## src/rtl/count_event_monitor.sv

```systemverilog
`default_nettype none
// ============================================================================
// Module   : count_event_monitor
// Brief    : Classifies counter transitions (WRAP/MATCH/JUMP) into an event
//            FIFO, with a saturating wrap tally and a stretched match pulse.
//            Optional macro EVT_STAMP_EN adds 8-bit timestamps to each event.
// Revision : 1.0 - initial release
// ============================================================================
module count_event_monitor #(
    parameter int WIDTH     = 4,
    parameter int EVT_DEPTH = 4,
    parameter int STRETCH   = 3
) (
    input  logic             clk,
    input  logic             rstn,
    input  logic [WIDTH-1:0] cnt_in,
    input  logic             cnt_mode,
    input  logic             arm,
    input  logic [WIDTH-1:0] cmp_val,
    output logic             evt_valid,
    input  logic             evt_ready,
    output logic [1:0]       evt_code,
    output logic [7:0]       evt_stamp,
    output logic [7:0]       wrap_cnt,
    output logic             match_pulse,
    output logic             fifo_full,
    output logic             overflow
);

    localparam int         c_PTR_W   = (EVT_DEPTH > 1) ? $clog2(EVT_DEPTH) : 1;
    localparam int         c_CNT_W   = c_PTR_W + 1;
    localparam int         c_HOLD_W  = (STRETCH > 1) ? $clog2(STRETCH) : 1;
`ifdef EVT_STAMP_EN
    localparam int         c_ENTRY_W = 10;
`else
    localparam int         c_ENTRY_W = 2;
`endif
    localparam logic [WIDTH-1:0]    c_MAX       = {WIDTH{1'b1}};
    localparam logic [WIDTH-1:0]    c_ZERO      = '0;
    localparam logic [c_CNT_W-1:0]  c_DEPTH     = c_CNT_W'(EVT_DEPTH);
    localparam logic [c_HOLD_W-1:0] c_HOLD_LOAD = c_HOLD_W'(STRETCH - 1);
    localparam logic [1:0]          c_EVT_WRAP  = 2'b00;
    localparam logic [1:0]          c_EVT_MATCH = 2'b01;
    localparam logic [1:0]          c_EVT_JUMP  = 2'b10;

    typedef enum logic [1:0] {
        S_IDLE  = 2'd0,
        S_ARMED = 2'd1,
        S_HOLD  = 2'd2
    } state_t;

    // ------------------------------------------------------------------
    // Sampling pipeline
    // ------------------------------------------------------------------
    logic [WIDTH-1:0] r_cur;
    logic [WIDTH-1:0] r_prev;
    logic             r_mode;
    logic             r_cur_valid;
    logic             r_prev_valid;

    always_ff @(posedge clk or posedge rstn) begin
        if (rstn) begin
            r_cur        <= '0;
            r_prev       <= '0;
            r_mode       <= 1'b0;
            r_cur_valid  <= 1'b0;
            r_prev_valid <= 1'b0;
        end else begin
            r_cur        <= cnt_in;
            r_mode       <= cnt_mode;
            r_prev       <= r_cur;
            r_cur_valid  <= 1'b1;
            r_prev_valid <= r_cur_valid;
        end
    end

    // ------------------------------------------------------------------
    // Transition classification
    // ------------------------------------------------------------------
    logic [WIDTH-1:0] w_step;
    logic             w_changed;
    logic             w_wrap;
    logic             w_jump;
    logic             w_match;
    logic             w_push;
    logic [1:0]       w_code;

    assign w_step    = r_mode ? (r_prev + 1'b1) : (r_prev - 1'b1);
    assign w_changed = (r_prev != r_cur);
    assign w_wrap    = r_prev_valid &&
                       (r_mode ? ((r_prev == c_MAX)  && (r_cur == c_ZERO))
                               : ((r_prev == c_ZERO) && (r_cur == c_MAX)));
    assign w_jump    = r_prev_valid && w_changed && (r_cur != w_step);
    assign w_match   = r_prev_valid && arm && w_changed && (r_cur == cmp_val);

    always_comb begin
        w_push = 1'b0;
        w_code = c_EVT_WRAP;
        if (w_wrap) begin
            w_push = 1'b1;
            w_code = c_EVT_WRAP;
        end else if (w_match) begin
            w_push = 1'b1;
            w_code = c_EVT_MATCH;
        end else if (w_jump) begin
            w_push = 1'b1;
            w_code = c_EVT_JUMP;
        end
    end

    // ------------------------------------------------------------------
    // Optional timestamp counter and FIFO entry packing
    // ------------------------------------------------------------------
    logic [c_ENTRY_W-1:0] w_entry;
    logic [c_ENTRY_W-1:0] w_head;

`ifdef EVT_STAMP_EN
    logic [7:0] r_stamp;

    always_ff @(posedge clk or posedge rstn) begin
        if (rstn) begin
            r_stamp <= 8'd0;
        end else begin
            r_stamp <= r_stamp + 8'd1;
        end
    end

    assign w_entry   = {r_stamp, w_code};
    assign evt_stamp = evt_valid ? w_head[9:2] : 8'd0;
`else
    assign w_entry   = w_code;
    assign evt_stamp = 8'd0;
`endif

    // ------------------------------------------------------------------
    // Event FIFO
    // ------------------------------------------------------------------
    logic [c_ENTRY_W-1:0] r_mem [EVT_DEPTH];
    logic [c_PTR_W-1:0]   r_wr_ptr;
    logic [c_PTR_W-1:0]   r_rd_ptr;
    logic [c_CNT_W-1:0]   r_count;
    logic                 r_overflow;
    logic                 w_full;
    logic                 w_empty;
    logic                 w_pop;
    logic                 w_wr;

    assign w_full  = (r_count == c_DEPTH);
    assign w_empty = (r_count == '0);
    assign w_pop   = !w_empty && evt_ready;
    // A pop frees the slot in the same edge, so a full FIFO can still accept.
    assign w_wr    = w_push && (!w_full || w_pop);

    always_ff @(posedge clk) begin
        if (w_wr) begin
            r_mem[r_wr_ptr] <= w_entry;
        end
    end

    always_ff @(posedge clk or posedge rstn) begin
        if (rstn) begin
            r_wr_ptr   <= '0;
            r_rd_ptr   <= '0;
            r_count    <= '0;
            r_overflow <= 1'b0;
        end else begin
            if (w_wr) begin
                r_wr_ptr <= r_wr_ptr + 1'b1;
            end
            if (w_pop) begin
                r_rd_ptr <= r_rd_ptr + 1'b1;
            end
            if (w_wr && !w_pop) begin
                r_count <= r_count + 1'b1;
            end else if (!w_wr && w_pop) begin
                r_count <= r_count - 1'b1;
            end
            if (w_push && !w_wr) begin
                r_overflow <= 1'b1;
            end
        end
    end

    assign w_head    = r_mem[r_rd_ptr];
    assign evt_valid = !w_empty;
    assign evt_code  = evt_valid ? w_head[1:0] : 2'b00;
    assign fifo_full = w_full;
    assign overflow  = r_overflow;

    // ------------------------------------------------------------------
    // Saturating wrap tally (counts every WRAP, queued or dropped)
    // ------------------------------------------------------------------
    logic [7:0] r_wrap_cnt;

    always_ff @(posedge clk or posedge rstn) begin
        if (rstn) begin
            r_wrap_cnt <= 8'd0;
        end else if (w_wrap && (r_wrap_cnt != 8'hFF)) begin
            r_wrap_cnt <= r_wrap_cnt + 8'd1;
        end
    end

    assign wrap_cnt = r_wrap_cnt;

    // ------------------------------------------------------------------
    // Match pulse stretcher
    // ------------------------------------------------------------------
    state_t              r_state;
    state_t              w_state_nxt;
    logic [c_HOLD_W-1:0] r_hold;
    logic [c_HOLD_W-1:0] w_hold_nxt;

    always_ff @(posedge clk or posedge rstn) begin
        if (rstn) begin
            r_state <= S_IDLE;
            r_hold  <= '0;
        end else begin
            r_state <= w_state_nxt;
            r_hold  <= w_hold_nxt;
        end
    end

    always_comb begin
        w_state_nxt = r_state;
        w_hold_nxt  = r_hold;
        case (r_state)
            S_IDLE: begin
                if (arm) begin
                    w_state_nxt = S_ARMED;
                end
            end
            S_ARMED: begin
                if (w_match) begin
                    w_state_nxt = S_HOLD;
                    w_hold_nxt  = c_HOLD_LOAD;
                end else if (!arm) begin
                    w_state_nxt = S_IDLE;
                end
            end
            S_HOLD: begin
                // Further matches and arm changes are ignored until expiry.
                if (r_hold == '0) begin
                    w_state_nxt = arm ? S_ARMED : S_IDLE;
                end else begin
                    w_hold_nxt = r_hold - 1'b1;
                end
            end
            default: begin
                w_state_nxt = S_IDLE;
                w_hold_nxt  = '0;
            end
        endcase
    end

    assign match_pulse = (r_state == S_HOLD);

endmodule
`default_nettype wire

```

## config.mk

```make
export PLATFORM = sky130hd
export DESIGN_NAME = count_event_monitor
export DESIGN_NICKNAME = d
export VERILOG_FILES = /design/src/rtl/count_event_monitor.sv
export SDC_FILE = /design/constraint.sdc
export NUM_CORES = 1
export LEC_CHECK = 0
export CORE_ASPECT_RATIO = 0.8
export CORE_UTILIZATION = 42
export CTS_BUF_LIST = sky130_fd_sc_hd__clkbuf_2 sky130_fd_sc_hd__clkbuf_4 sky130_fd_sc_hd__clkbuf_8
export CTS_CLUSTER_SIZE = 14
export DETAILED_ROUTE_END_ITERATION = 8
export PLACE_DENSITY = 0.66
export SLEW_MARGIN = 20
export SYNTH_ARGS = -nofsm -noshare
export SYNTH_HDL_FRONTEND = slang
export SYNTH_SLANG_ARGS = --single-unit
export TNS_END_PERCENT = 50
```

## constraint.sdc

```tcl
create_clock -name clk -period 3.95 [get_ports clk]
set_input_delay 0.395 -clock clk [delete_from_list [all_inputs] [get_ports clk]]
set_output_delay 0.395 -clock clk [all_outputs]
set_load 0.02 [all_outputs]
```

* Yosys cells after proc, flatten, opt, wreduce, memory -nomap -nowiden
Memories as Yosys holds them, arrays and structs flattened.
Cells that the tools add are included.
** Storage, ports and cells
- Output and inout bits :: 22
- Word-level logic and storage cells :: 85
- Memories kept :: 1
- Register bits after elaboration :: 31
- Bits in writable memories :: 8
** Memory list
- r_mem :: words 4, bits a word 2, read ports 1, clocked after Yosys merged registers in 0, write ports 1, RTL line 138 : logic [c_ENTRY_W-1:0] r_mem [EVT_DEPTH];
** Cells by class
- Eq/ne operators :: 14
- $add $sub $neg :: 8
- Reduce and logical (&&, ||, !) cells :: 27
- Bitwise gates (word level) :: 1
- Multiplexer cells :: 22
** Operators with widths (number)
- $mux 2 :: 10
- $logic_and 1x1->1 :: 14
- $pmux 2 s3 :: 2
- $add 8x1->8 const B :: 1
- $eq 4x4->1 const B :: 2
- $logic_not 4->1 :: 2
- $ne 4x4->1 :: 2
- $ne 8x8->1 const B :: 1
- $mux 1 :: 7
- $mux 3 :: 2
- $ne 2x2->1 const B :: 3
- $reduce_and 3->1 :: 2
- $add 2x1->2 const B :: 2
- $add 4x1->4 const B :: 1
- $eq 4x4->1 :: 1
- $logic_not 1->1 :: 4
- $logic_not 2->1 :: 2
- $mux 4 :: 1
- $sub 4x1->4 const B :: 1
- $add 3x1->3 const B :: 1
- $eq 3x3->1 const B :: 1
- $logic_not 3->1 :: 1
- $ne 3x3->1 const B :: 1
- $sub 3x1->3 const B :: 1
- other kinds (7) :: 7

* Logic depth before layout (Yosys ltp)
Gate-level depths: netlist of run 1.
- Depth after elaboration :: 12
- Mapped depth :: 13

* Least setup slack after synthesis of run 1
No wires, ideal clock.
- Kind :: register to register
- Start :: reg r_prev[0]
- End :: reg r_count[1]
- Data arrival time :: 2.642 ns
- Required time :: 3.825 ns
- Path slack :: 1.183 ns
- Cell stages (with the launch flop) :: 10
- Cells stage by stage :: dfrtp_1 > fa_1 > xnor2_1 > nand3_1 > o21ai_0 > a21oi_4 > ha_1 > inv_1 > fa_1 > mux2_2
** On the way
- Word-level cells in the longest chain between the ends :: 11
** Ends and longest elaborated chain
- start: declaration :: RTL line 56 : logic [WIDTH-1:0] r_prev;
- start signal: assignment :: RTL line 71 : r_prev <= r_cur;
- $sub 4x1->4 or $add 4x1->4 (tied branches) :: RTL line 88 : assign w_step = r_mode ? (r_prev + 1'b1) : (r_prev - 1'b1);
- $mux 4 :: RTL line 88
- $ne 4x4->1 :: RTL line 93 : assign w_jump = r_prev_valid && w_changed && (r_cur != w_step);
- $logic_and 1x1->1 :: RTL line 93
- $mux 1 :: RTL line 105 : end else if (w_jump) begin
- $mux 1 :: RTL line 102 : end else if (w_match) begin
- $mux 1 (*) :: RTL line 99 : if (w_wrap) begin
- $logic_and 1x1->1 (*) :: RTL line 152 : assign w_wr = w_push && (!w_full || w_pop);
- via w_wr :: RTL line 146 : logic w_wr;
- $logic_not 1->1 :: RTL line 175 : end else if (!w_wr && w_pop) begin
- $logic_and 1x1->1 :: RTL line 175
- $reduce_bool 2->1 (no source line)
- end signal: assignment :: RTL line 174 : r_count <= r_count + 1'b1;
- end signal: assignment :: RTL line 176 : r_count <= r_count - 1'b1;
- end: declaration :: RTL line 141 : logic [c_CNT_W-1:0] r_count;
The timed path passes the listed nets; every way through them passes the cells marked *.
A chain may end at the register's enable or synchronous reset.

* Worst setup path after layout of run 1
- Start :: reg r_mode
- End :: reg r_count[1]
** On the way
- Word-level cells in the longest chain between the ends :: 10
** Ends and longest elaborated chain
- start: declaration :: RTL line 57 : logic r_mode;
- start signal: assignment :: RTL line 70 : r_mode <= cnt_mode;
- $mux 4 :: RTL line 88
- $ne 4x4->1 :: RTL line 93
- $logic_and 1x1->1 :: RTL line 93
- $mux 1 :: RTL line 105
- $mux 1 :: RTL line 102
- $mux 1 (*) :: RTL line 99
- $logic_and 1x1->1 (*) :: RTL line 152
- via w_wr :: RTL line 146
- $logic_not 1->1 :: RTL line 175
- $logic_and 1x1->1 :: RTL line 175
- $reduce_bool 2->1 (no source line)
Marked as above.

==> flow_summary.toml, run 1 <==
[run_status]
status = "completed"

[hold_path]
min_path_type = "register to register"
min_from = "r_cur_valid"

[pwr]
p_per_area_mw_per_mm2 = 524
ir_drop_v = 0.000318
power_mw = 1.32
leakage_nw = 1.11

[clock_tree]
clock-root-buffer = "clkbuf_8"
ctsResizeCount = 0
post_cts_buffers = 0
tritoncts = "built"
clock-sinks = 39
clk_latency_ns = 0.28
cts_hold_buffers = 0
ctsHtreeMaxLevel = 2
clkSlewWorstSetupHoldPaths_ns = 0.07
cts_buffers = 5
cts_buffer_depth = 2

[global_routing]
grt_antenna_before_repair = 0
use_met2_pct = 25.1
track_usage_pct = 15.0
grt_use_met3_pct = 4.17
grt_max_degree = 21
gr-total-overflow = 0
grt_pass1_vias = 1367
busiest_layer = "met2"
grt_pass1_wl_mm = 5.84
grt.met1_usage_pct = 17.4

[routing]
vias = 1345
drc_errors = 0
drt_first_pass_iters = 4
ant_nets = 0
wl_per_cell_um = 13.0
drt_iter0_drc = 35
routed_wl_mm = 3.52
viasPerCell = 4.96

[sta]
slew_headroom_pct = 58.9
rsz0062_at_grt = "no"
finalClockSkew_ns = 0.00695
hold_violations = 0
max_freq_mhz = 326
fin_ws_ns = 0.884
fin_tns_setup_ns = 0
tightest_slew_ns = 0.610
slew_viol_final = 0
fin_crit_ns = 3.07
setup_viol = 0
fin_crit_sh_pct = 77.6

[synthesis]
ys_types = 41
netlist_area_mm2 = 0.00209
synth-seq-area-share_pct = 48.5
synthCells = 178
ys_warn_count = 0
ys_seq_elements = 39
synth.avg_cell_area_um2 = 11.8

[worst_setup_path]
reg2reg_slack_ns = 0.88
critPathArrivalTime_ns = 3.24
reg2reg_depth = 11
setup.worst_path.class = "register to register"
regToRegEndpoint = "r_count[1]"
startpoint_type = "register"
r2r-start = "r_mode"
path_max_fanout = 6
crit_required_ns = 4.12
crit_end = "r_count[1]"
startpoint = "r_mode"
endpoint_kind = "register"

[placed_design]
gp_congestion = 0.797
placed_area_mm2 = 0.00240
dpl.hpwl_mm = 2.74
dp_slack_ns = 0.822
io_buffers = 26

[floorplanning]
core_area_mm2 = 0.00468
ios = 35
die_y_um = 65.2
die_w_um = 81.0
die-area_mm2 = 0.00528
initial_utilization_pct = 44.8
rows = 22

[job]
maxCapViolations = 0

[final_layout]
fin_util_pct = 53.8
drive_gt1_share_pct = 10.9
finalInstanceArea_mm2 = 0.00252
diodes = 0
mostFrequentLayoutCells = "dfrtp_1 (31), clkdlybuf4s50_1 (26), xor2_1 (15)"
syn_to_final_growth_pct = 20.2
final_common_cell = "dfrtp_1"
fin_nets = 238
==> metrics by stage <==
stage	hold slack, ns	cells
3_5_place_dp	0.338	263
5_1_grt	0.371	271
2_1_floorplan	0.331	185
4_1_cts	0.355	271
6_report	0.352	271
3_3_place_gp	0.336	263
==> power by group <==
group	switching [mW]	internal (mW)	leakage (nW)
Sequential	0.0698	0.485	0.464
Combinational	0.204	0.223	0.589
Clock	0.133	0.204	0.0612
==> sequential cells by signal, summed over array words and instances (netlist names) <==
| signal | count |
|---|---|
| wrap_cnt | 8 |
| r_hold | 2 |
| r_cur | 4 |
| r_cur_valid | 1 |
| r_state | 2 |
| r_count | 3 |
| r_wr_ptr | 2 |
| overflow | 1 |
| r_prev_valid | 1 |
| r_mode | 1 |
| r_prev | 4 |
| r_rd_ptr | 2 |
| r_mem | 8 |
==> layout make-up <==
cell class                 instances  area (um^2)
sequential                        39         1020
fill                             416         2160
multi-input combinational        124          992
inverter                          13         48.8
timing repair buffer              27          268
clock inverter                     2         35.0
clock buffer                       6         82.6
tap                               60         75.1
==> worst max-delay path: stages, from the launching register on <==
cell	delay, ns
dfrtp_1	0.41
inv_1	0.14
ha_1	0.26
a21o_1	0.19
a21oi_1	0.19
xnor2_1	0.11
o21ai_0	0.51
a21oi_4	0.14
ha_1	0.24
inv_1	0.07
fa_1	0.42
mux2_2	0.27
==> cells in the mapped netlist, drive strengths merged <==
master / n / area [um^2]
mux2i: 2 / 20.0
inv: 13 / 48.8
nor3: 4 / 20.0
buf: 8 / 60.1
a22o: 2 / 18.8
and2b: 1 / 8.76
dfrtp: 31 / 776
or4b: 1 / 10.0
o21ai: 5 / 25.0
nor4bb: 1 / 10.0
and4bb: 3 / 37.5
mux4: 2 / 45.0
mux2: 3 / 37.5
xor2: 15 / 131
nand2: 7 / 28.8
nor2b: 3 / 18.8
ha: 13 / 163
xnor2: 11 / 96.3
fa: 2 / 40.0
nor3b: 1 / 7.51
edfxtp: 8 / 240
clkbuf: 1 / 3.75
a21o: 3 / 22.5
o41a: 1 / 11.3
a21oi: 4 / 31.3
nand3: 6 / 30.0
conb: 2 / 7.51
and2: 6 / 37.5
nor2: 8 / 30.0
nand2b: 1 / 6.26
a31oi: 2 / 12.5
nand4: 4 / 31.3
or2: 1 / 6.26
or2b: 1 / 7.51
or3: 1 / 6.26
nand3b: 1 / 7.51
==> layer usage <==
metal,vias up,routed length (um)
met4,0,70
met1,655,1560
met5,-,0
met3,6,133
met2,34,1750
li1,650,-
==> worst min-delay path by stage <==
stage | endpoint | cells past startpoint
after floorplan | r_prev_valid | 0
after global placement | r_prev_valid | 0
after detailed placement | r_prev_valid | 0
after CTS | r_prev_valid | 0
after global routing | r_prev_valid | 0
final | r_prev_valid | 0
==> cells by family (layout without fill, tap and decap cells) <==
family | count (synthesis) | count (layout) | share of synthesized area (%)
muxes | 7 | 7 | 4.90
adders and majority gates | 15 | 15 | 9.68
buffers and inverters | 22 | 48 | 5.38
other | 2 | 9 | 0.359
xor gates and xnor gates | 26 | 26 | 10.9
AOI/OAI and AO/OA | 17 | 17 | 5.79
DFF | 39 | 39 | 48.5
and+or+nand+nor | 50 | 50 | 14.5
(Power assumes the default switching activity.)
==> inputs of run 2 (changes only) <==
- PLACE_DENSITY: 0.66 -> 0.69
- clock period: 3.95 -> 2.6 ns (I/O delays scaled with it)
==> run 2 against run 1 <==
Against the previous run:
- the run now ends with setup timing left
- utilization up 5.1 points
- final area up 9.5%
- final cell count up 8.5%
- worst hold slack about the same
- global-route usage up 1.1 points
==> flow_summary.toml, run 2 (same netlist as run 1, synthesis figures left out) <==
[sta]
finalClockSkew_ns = 0.00551
holdWs_ns = 0.352
rsz0062_at_grt = "yes"
fin_crit_ns = 2.60
fin_crit_sh_pct = 100
fin_ws_ns = -0.0000557
max_freq_mhz = 385
slew_viol_final = 0
hold_violations = 0
setup_viol = 1

[global_routing]
gr-total-overflow = 0
track_usage_pct = 16.1
grt_antenna_before_repair = 0
grt_max_degree = 32
grt_pass1_vias = 1400
grt_pass1_wl_mm = 6.27

[final_layout]
diodes = 0
final_common_cell = "dfrtp_1"
drive_gt1_share_pct = 25.6
syn_to_final_growth_pct = 31.7
mostFrequentLayoutCells = "dfrtp_1 (27), clkdlybuf4s50_1 (26), buf_4 (22)"
final_cell_count_no_fill = 294
fin_nets = 261

[worst_setup_path]
endpoint_kind = "register"
reg2reg_depth = 10
cpPeakStageDelay_ns = 0.47
startpoint_type = "register"
cp_cell_sequence = "buf_6 > xor2_1 > o41a_1 > nand4_2 > and2b_2 > a21oi_4 > ha_2 > inv_2 > fa_2 > mux2_2"
reg2reg_slack_ns = -0.00006
path_max_fanout = 5
regToRegEndpoint = "r_count[1]"
cp_slowest_cell = "o41a_1"
setup.worst_path.class = "register to register"
critPathArrivalTime_ns = 2.78
startpoint = "r_cur[2]"
r2r-start = "r_cur[2]"
crit_end = "r_count[1]"
crit_required_ns = 2.78

[clock_tree]
tritoncts = "built"
clkSlewWorstSetupHoldPaths_ns = 0.08
cts_buffers = 5
clock-sinks = 39
cts_buffer_depth = 2
clock-root-buffer = "clkbuf_8"
cts_hold_buffers = 0
ctsHtreeMaxLevel = 2
clk_latency_ns = 0.29

[placed_design]
gp_congestion = 0.735
placedCellCount = 276
dpl.hpwl_mm = 2.64
io_buffers = 26

[routing]
drt_first_pass_iters = 3
vias = 1382
wl_per_cell_um = 12.4
ant_nets = 0
routed_wl_mm = 3.64
drt_iter0_drc = 61
viasPerCell = 4.70
drc_errors = 0

[run_status]
status = "finished with violations"
violations = "setup timing"

[floorplanning]
rows = 22
initial_utilization_pct = 44.8
die_w_um = 81.0
ios = 35
die-area_mm2 = 0.00528
die_y_um = 65.2
core_area_mm2 = 0.00468

[pwr]
ir_drop_v = 0.000498
p_per_area_mw_per_mm2 = 753
leakage_nw = 1.23

[job]
maxCapViolations = 0

[hold_path]
min_path_type = "input pin to asynchronous set/reset pin"
-- run 2: cell count changes in the layout (fill, tap and decap cells not counted), moves of 2 or more --
cell     previous run  this run
buf_4               1        22
dfrtp_1            31        27
inv_1              13        11
inv_2               0         2
ha_1               13        11
dfrtp_2             0         4
-- run 2: how the worst min path moves through the flow --
stage                         endpoint  slack (ns)
after global routing       wrap_cnt[3]        0.37
after floorplan               r_cur[0]        0.29
final                      wrap_cnt[5]        0.35
after CTS                  wrap_cnt[5]        0.36
after detailed placement  r_prev_valid        0.34
after global placement    r_prev_valid        0.33
-- run 2: report_power, final --
part / leakage (nW) / internal [mW] / total, mW / switching [mW]
combinational: 0.710 / 0.394 / 0.726 / 0.332
clock: 0.0612 / 0.310 / 0.513 / 0.203
sequential: 0.460 / 0.737 / 0.838 / 0.101
total: 1.23 / 1.44 / 2.08 / 0.636
-- run 2: routing by layer --
| layer | part of all wire [%] | vias up | GRT usage (%) |
|---|---|---|---|
| met3 | 4.5 | 11 | 4.86 |
| met2 | 47 | 32 | 24.9 |
| met4 | 1.9 | 0 | 8.26 |
| li1 | - | 702 | - |
| met1 | 47 | 637 | 20.3 |
| met5 | 0 | - | 0 |
-- run 2: layout make-up --
| type | instances | area, um^2 |
|---|---|---|
| sequential | 39 | 1020 |
| fill | 398 | 1920 |
| tap | 60 | 75.1 |
| clock buffer | 6 | 82.6 |
| timing repair buffer | 50 | 457 |
| multi-input combinational | 124 | 1040 |
| inverter | 13 | 48.8 |
| clock inverter | 2 | 35.0 |
-- run 2: worst max-delay path, delay by kind of cell (launching register included) --
family	cells	cell delay [ns]
mux	1	0.26
simple gates	2	0.29
flops	1	0.45
buf+inv	2	0.21
xor+xnor	1	0.13
compound gates	2	0.53
fa+ha+maj	2	0.62
-- run 2: timing repair --
action                                 CTS  global route
buffers inserted                         1             9
resized for setup                        5             9
setup endpoints to repair                2             2
pin swaps                                4            15
endpoints found under the hold margin    0             0
-- run 2: metrics by stage --
stage	setup WS [ns]	TNS [ns]	util (%)	area, um^2	power (mW)
after global routing	-0.128	-0.241	58.9	2760	2.21
after CTS	0.00180	0	56.4	2640	2.06
final	-0.0000557	-0.0000557	58.9	2760	2.08
after global placement	-0.0992	-0.156	53.4	2500	1.51
after floorplan	0.0140	0	-	2120	1.32
after detailed placement	-0.175	-0.303	53.4	2500	1.53
==> inputs of run 3 (changes only) <==
- CORE_UTILIZATION: 42 -> 40
- PLACE_DENSITY: 0.69 -> 0.66
==> run 3 against run 2 <==
Against the previous run:
- the run now ends clean
- first-iteration DRC count grew 3.3%
- combinational power shrank 3.4%
- critical endpoint is now r_count[2]
- wire length decreased by 6.2%
- clock power fell by 1%
- setup slack improved by 0.022 ns
- power decreased by 1.3%
- maximum frequency rose by 0.85%
- sequential power hardly changed
- via count down 0.80%
- utilization shrank 5.3 points
- die area increased by 4.9%
==> flow_summary.toml, run 3 (same netlist as run 1, synthesis figures left out) <==
[pwr]
leakage_nw = 1.21
comb_power_share_pct = 34.2
swShare_pct = 30.4
power_mw = 2.05
p_int_mw = 1.43
p_clk_share_pct = 24.8
ir_drop_v = 0.000450
power_switching_mw = 0.622
p_seq_share_pct = 41.0
p_per_area_mw_per_mm2 = 758

[clock_tree]
cts_buffer_depth = 2
clk_latency_ns = 0.28
ctsHtreeMaxLevel = 2
clock-root-buffer = "clkbuf_8"
clkSlewWorstSetupHoldPaths_ns = 0.07
cts_buffers = 5
clock-sinks = 39
cts_hold_buffers = 0
tritoncts = "built"

[worst_setup_path]
startpoint_type = "register"
path_delay_family = "adder cells"
critPathArrivalTime_ns = 2.78
path_max_fanout = 4
cpPeakStageDelay_ns = 0.39
cp_slowest_cell = "dfrtp_1"
endpoint_kind = "register"
setup.worst_path.class = "register to register"
cp_num_buf_inv = 2
cp_cell_sequence = "inv_2 > ha_1 > a21o_1 > a21oi_2 > xnor2_2 > o21ai_2 > a21oi_4 > ha_2 > inv_2 > fa_2 > xor2_1 > nor2_1 > xor2_1"
crit_required_ns = 2.80

[floorplanning]
die_w_um = 82.9
rows = 23
die_y_um = 66.7
core_area_mm2 = 0.00504
die-area_mm2 = 0.00553
initial_utilization_pct = 41.6
ios = 35

[routing]
vias = 1371
routed_wl_mm = 3.41
drt_first_pass_iters = 4
drt_iter0_drc = 63
drc_errors = 0
wl_per_cell_um = 11.7
ant_nets = 0
viasPerCell = 4.70

[final_layout]
drive_gt1_share_pct = 22.6
final_common_cell = "dfrtp_1"
fin_util_pct = 53.7
syn_to_final_growth_pct = 29.0
mostFrequentLayoutCells = "dfrtp_1 (30), clkdlybuf4s50_1 (26), buf_4 (20)"
diodes = 0
fin_nets = 257

[global_routing]
grt_pass1_wl_mm = 5.80
grt_antenna_before_repair = 0
track_usage_pct = 13.1
grt_pass1_vias = 1324
gr-total-overflow = 0
grt_max_degree = 32

[sta]
fin_tns_setup_ns = 0
fin_crit_ns = 2.58
rsz0062_at_grt = "yes"
hold_violations = 0
setup_viol = 0
fin_ws_ns = 0.0219
fin_crit_sh_pct = 99.2
finalClockSkew_ns = 0.00539
max_freq_mhz = 388
slew_viol_final = 0

[job]
maxCapViolations = 0

[hold_path]
min_path_type = "input pin to asynchronous set/reset pin"

[placed_design]
io_buffers = 26
dp_slack_ns = -0.138
gp_congestion = 0.791
dpl.hpwl_mm = 2.51

[run_status]
status = "completed"
-- run 3: final cells by class --
type	count	area, um^2
Tap cell	62	77.6
Sequential cell	39	1020
Inverter	13	48.8
Multi-Input combinational cell	124	1030
Clock buffer	6	82.6
Clock inverter	2	35.0
Fill cell	439	2330
Timing Repair Buffer	46	410
-- run 3: path summary, 6_finish.rpt --
path,from,to,slack [ns],cells after the start
worst min-delay path,rstn,wrap_cnt[5],0.35,3
min in group clk,r_cur_valid,r_prev_valid,0.35,0
worst max-delay path,r_mode,r_count[2],0.02,13
max in group asynchronous,rstn,r_prev[0],1.94,3
worst min register to register,r_cur_valid,r_prev_valid,0.35,0
worst max register to register,r_mode,r_count[2],0.02,13
-- run 3: worst min-delay path, stage by stage --
cell	delay [ns]
clkdlybuf4s50_1	0.39
inv_1	0.05
buf_4	0.35
-- run 3: metal layers --
| metal | part of all wire (%) | vias up | global-route usage (%) |
|---|---|---|---|
| met2 | 48 | 22 | 21.9 |
| met1 | 48 | 660 | 17.6 |
| met4 | 0.21 | 0 | 1.94 |
| met5 | 0 | - | 0 |
| li1 | - | 687 | - |
| met3 | 3.4 | 2 | 3.35 |
-- run 3: metrics by stage --
stage               std cells  area, um^2  hold WS [ns]
floorplan                 185        2120         0.291
global placement          276        2490         0.332
global route              292        2700         0.386
detailed placement        276        2490         0.339
finish                    292        2700         0.353
CTS                       286        2640         0.357
-- run 3: power groups by stage --
stage | clock network (mW) | logic, mW | registers, mW
global placement | 0 | 0.652 | 0.848
floorplan | 0 | 0.480 | 0.837
finish | 0.508 | 0.701 | 0.840
CTS | 0.528 | 0.688 | 0.840
detailed placement | 0 | 0.669 | 0.853
global route | 0.555 | 0.779 | 0.860
-- run 3: repair_timing --
item | CTS | global route
resized for setup | 6 | 3
buffers inserted | 2 | 6
setup endpoints to repair | 2 | 2
gates cloned | 0 | 0
pin swaps | 2 | 10
